<file path="config.mk">
export PLATFORM = sky130hd
export DESIGN_NAME = tt_um_aditya_patra
export DESIGN_NICKNAME = d
export VERILOG_FILES = /design/src/rtl/tt_um_aditya_patra.sv
export SDC_FILE = /design/constraint.sdc
export NUM_CORES = 1
export LEC_CHECK = 0
export ABC_AREA = 1
export CAP_MARGIN = 20
export CORE_MARGIN = 2
export CORE_UTILIZATION = 45
export DETAILED_ROUTE_END_ITERATION = 8
export MAX_ROUTING_LAYER = met4
export PLACE_DENSITY = 0.75
export SLEW_MARGIN = 0
export SYNTH_ARGS = -nofsm -noshare
export SYNTH_HDL_FRONTEND = slang
export SYNTH_SLANG_ARGS = --single-unit
</file>
<file path="constraint.sdc">
create_clock -name clk -period 3 [get_ports clk]
set_input_delay 0.6 -clock clk [delete_from_list [all_inputs] [get_ports clk]]
set_output_delay 0.6 -clock clk [all_outputs]
set_load 0.1 [all_outputs]
</file>
<file path="src/rtl/tt_um_aditya_patra.sv">
// Eight-channel sensor-to-buzzer alarm controller.
// Each channel debounces its sensor and plays a 4-cycle square tone with cooldown.
module alarm_chan #(
  parameter int COOL = 4
) (
  input  logic clk,
  input  logic rst_n,
  input  logic ena,
  input  logic sense,
  output logic buzz
);

  localparam int CW = (COOL > 1) ? $clog2(COOL) : 1;

  typedef enum logic [1:0] {
    IDLE,
    ARM,
    ALARM,
    COOLDOWN
  } state_t;

  state_t        state;
  state_t        state_d;
  logic [1:0]    phase;
  logic [1:0]    phase_d;
  logic [CW-1:0] cnt;
  logic [CW-1:0] cnt_d;
  logic          buzz_d;

  always_comb begin
    state_d = state;
    phase_d = phase;
    cnt_d   = cnt;
    case (state)
      IDLE: begin
        if (sense) state_d = ARM;
      end
      ARM: begin
        phase_d = 2'd0;
        state_d = sense ? ALARM : IDLE;
      end
      ALARM: begin
        phase_d = phase + 2'd1;
        if (!sense) begin
          state_d = COOLDOWN;
          cnt_d   = CW'(COOL - 1);
        end
      end
      COOLDOWN: begin
        phase_d = phase + 2'd1;
        if (sense) begin
          // re-trigger keeps the running tone phase
          state_d = ALARM;
        end else if (cnt == '0) begin
          state_d = IDLE;
          phase_d = 2'd0;
        end else begin
          cnt_d = cnt - CW'(1);
        end
      end
      default: begin
        state_d = IDLE;
        phase_d = 2'd0;
        cnt_d   = '0;
      end
    endcase
    if (!ena) begin
      state_d = IDLE;
      phase_d = 2'd0;
      cnt_d   = '0;
    end
    buzz_d = ((state_d == ALARM) || (state_d == COOLDOWN))
             && !phase_d[1];
  end

  always_ff @(posedge clk) begin
    if (!rst_n) begin
      state <= IDLE;
      phase <= 2'd0;
      cnt   <= '0;
      buzz  <= 1'b0;
    end else begin
      state <= state_d;
      phase <= phase_d;
      cnt   <= cnt_d;
      buzz  <= buzz_d;
    end
  end

endmodule

module tt_um_aditya_patra #(
  parameter int NCH  = 8,
  parameter int COOL = 4
) (
  input  logic       clk,
  input  logic       rst_n,
  input  logic       ena,
  input  logic [7:0] ui_in,
  input  logic [7:0] uio_in,
  output logic [7:0] uo_out,
  output logic [7:0] uio_out,
  output logic [7:0] uio_oe
);

  logic unused_ok;
  assign unused_ok = &{1'b0, uio_in};

  assign uio_out = 8'h00;
  assign uio_oe  = 8'h00;

  for (genvar i = 0; i < NCH; i++) begin : g_ch
    alarm_chan #(
      .COOL(COOL)
    ) u_ch (
      .clk  (clk),
      .rst_n(rst_n),
      .ena  (ena),
      .sense(ui_in[i]),
      .buzz (uo_out[i])
    );
  end

endmodule

</file>
==> qor.txt <==
Layout Skew: 2.77 ps
Skew-Pair Late Insertion Delay: 310 ps
# IOs: 43
Setup WS post-layout: 1270 ps
depth of the CTS H-tree: 2
sequential area share after synthesis: 42.5%
CTS tree: built
root buf cell: clkbuf_8
n_diodes: 0
RSZ-0062 raised after global routing: no
WL final: 4.11 mm
Area Growth Syn to Fin: 7.31%
nets: 406
Synth Area in XOR/XNOR: 2.66%
FF+latch count, synth: 56
maximum clock path buffer count: 2
Residual DRC: 0
FP Rows: 27
DR WL/cell: 9.10 um
dpl hpwl: 3.00 mm
Synth Area in Simple Gates: 23.6%
most frequent cells in the layout: nand2_1, inv_1, dfxtp_1
crit share post-route: 57.7%
final hold violation count: 0
Ys Warns: 0
vias per cell: 4.61
share of layout cells above drive strength 1: 5.00%
Hold Crit Class: reg2reg
mux cell area share after synthesis: 0%
Tot GR Track Use: 14.7%
final setup fails: 0
power density over the cells: 481 nW/um^2
Cell variety after synth: 20
largest family of logic cells by synthesized area: simple AND/OR/NAND/NOR gates
Slew Limit Fails: 0
gp weighted congestion: 0.765
CTS hold repair buffers: 0
Mapped Cells: 366
pre-CTS WS: 944 ps
Peak supply drop: 0.329 mV
via count: 2085
Synth Area in Adders: 3.80%
# clock sinks: 56
grt ovf: 0
antenna violations before repair: 0
Post-DRT Antenna Nets: 0
largest net degree at the start of global routing: 28
post-cts sizing count: 0
Lkg Pwr: 0.00128 uW
kind of critical path: in2reg
tightest hold margin: 463 ps
1st-pass router iterations: 4
f_max: 578 MHz
CP endpoint kind: register
status: completed
data required time of the critical path: 3250 ps
total CTS buffers: 5
max cap viols: 0
Cell Area, Placed: 2740 um^2
Synth Area in Compound Gates: 10.4%
cell area after layout: 2830 um^2
setup_tns: 0 ps
drt initial violations: 97
crit start category: input pin
Setup Buffers After CTS: 0
Clk pin slew, worst setup/hold paths: 90 ps
Die ar.: 6490 um^2
min Tclk post-route: 1730 ps
Port Buffers: 18
Mean Syn Cell Area: 7.21 um^2
chip height: 80.6 um
core area: 5570 um^2
CP arrival: 1980 ps
Starting Density: 47.3%
fillers: 568
DIE WIDTH: 80.6 um
vias in the first global route: 1882
critical path fanouts, max: 27
Cell Area, Synth: 2640 um^2
first-pass GRT wire length: 7.36 mm
commonest non-fill, non-tap cell in the layout: nand2_1
## Yosys cell counts (all sizes together)
| master | instances | share of area (%) |
|---|---|---|
| nand3 | 22 | 4.2 |
| xor2 | 4 | 1.3 |
| o21ai | 25 | 4.7 |
| inv | 62 | 8.8 |
| or3 | 1 | 0.24 |
| o21a | 2 | 0.57 |
| nor2 | 30 | 4.3 |
| buf | 28 | 8.0 |
| conb | 1 | 0.14 |
| xnor2 | 4 | 1.3 |
| nand2 | 80 | 11 |
| dfxtp | 56 | 43 |
| nor3 | 16 | 3.5 |
| ha | 8 | 3.8 |
| a21oi | 27 | 5.1 |
## layout make-up
class | count | area (um^2) | share of cell area [%]
clock buffers | 8 | 90.1 | 3.18
well taps | 72 | 90.1 | 3.18
multi-input cells | 235 | 1130 | 39.9
repair buffers | 19 | 168 | 5.92
inverters | 62 | 233 | 8.22
flip-flops and latches | 56 | 1120 | 39.6
## power breakdown
part	switching [uW]	internal, uW
combinational	147	33.8
sequential	8.88	753
clock	231	189
## routing by layer
layer  GRT usage, %  vias to the layer above  part of all wire (%)
met2           24.5                       30                    44
met5              -                        -                     0
met3           4.72                        5                   4.6
met1           16.6                      925                    50
met4           5.42                        0                   1.3
li1               -                     1125                     -
## path summary, 6_finish.rpt
kind                                     from  slack (ps)  depth (start not counted)                                to
max reg2reg  g_ch[1].u_ch.cnt[0]$_SDFFE_PN0P_        1680                          7      g_ch[1].u_ch.buzz$_SDFF_PN0_
min          g_ch[3].u_ch.cnt[1]$_SDFFE_PN0P_         460                          2  g_ch[3].u_ch.cnt[1]$_SDFFE_PN0P_
max                                       ena        1270                          5  g_ch[6].u_ch.cnt[1]$_SDFFE_PN0P_
min reg2reg  g_ch[3].u_ch.cnt[1]$_SDFFE_PN0P_         460                          2  g_ch[3].u_ch.cnt[1]$_SDFFE_PN0P_
## registers in the layout, indices dropped and copies added, names as in the netlist
register         flops
g_ch.u_ch.buzz       8
g_ch.u_ch.state     16
g_ch.u_ch.phase     16
g_ch.u_ch.cnt       16
## metrics by stage
step | std cells | total power, uW | util (%)
4_1_cts | 452 | 1380 | 50.8
6_report | 452 | 1360 | 50.8
3_3_place_gp | 444 | 958 | 49.2
2_1_floorplan | 381 | 949 | -
3_5_place_dp | 444 | 960 | 49.2
5_1_grt | 452 | 1420 | 50.8
## logic make-up (layout without fill, tap and decap cells)
logic type / Yosys count / after routing
and+or+nand+nor: 149 / 149
buffers and inverters: 90 / 89
DFF: 56 / 56
AOI/OAI and AO/OA: 54 / 54
adders and majority gates: 8 / 8
xor gates and xnor gates: 8 / 8
other: 1 / 16
## critical path: stages
cell and delay, ps:
clkdlybuf4s50_1 630, nand2_2 100, inv_2 340, o21ai_0 160, a21oi_1 140
Power figures use the tool's default switching activity.
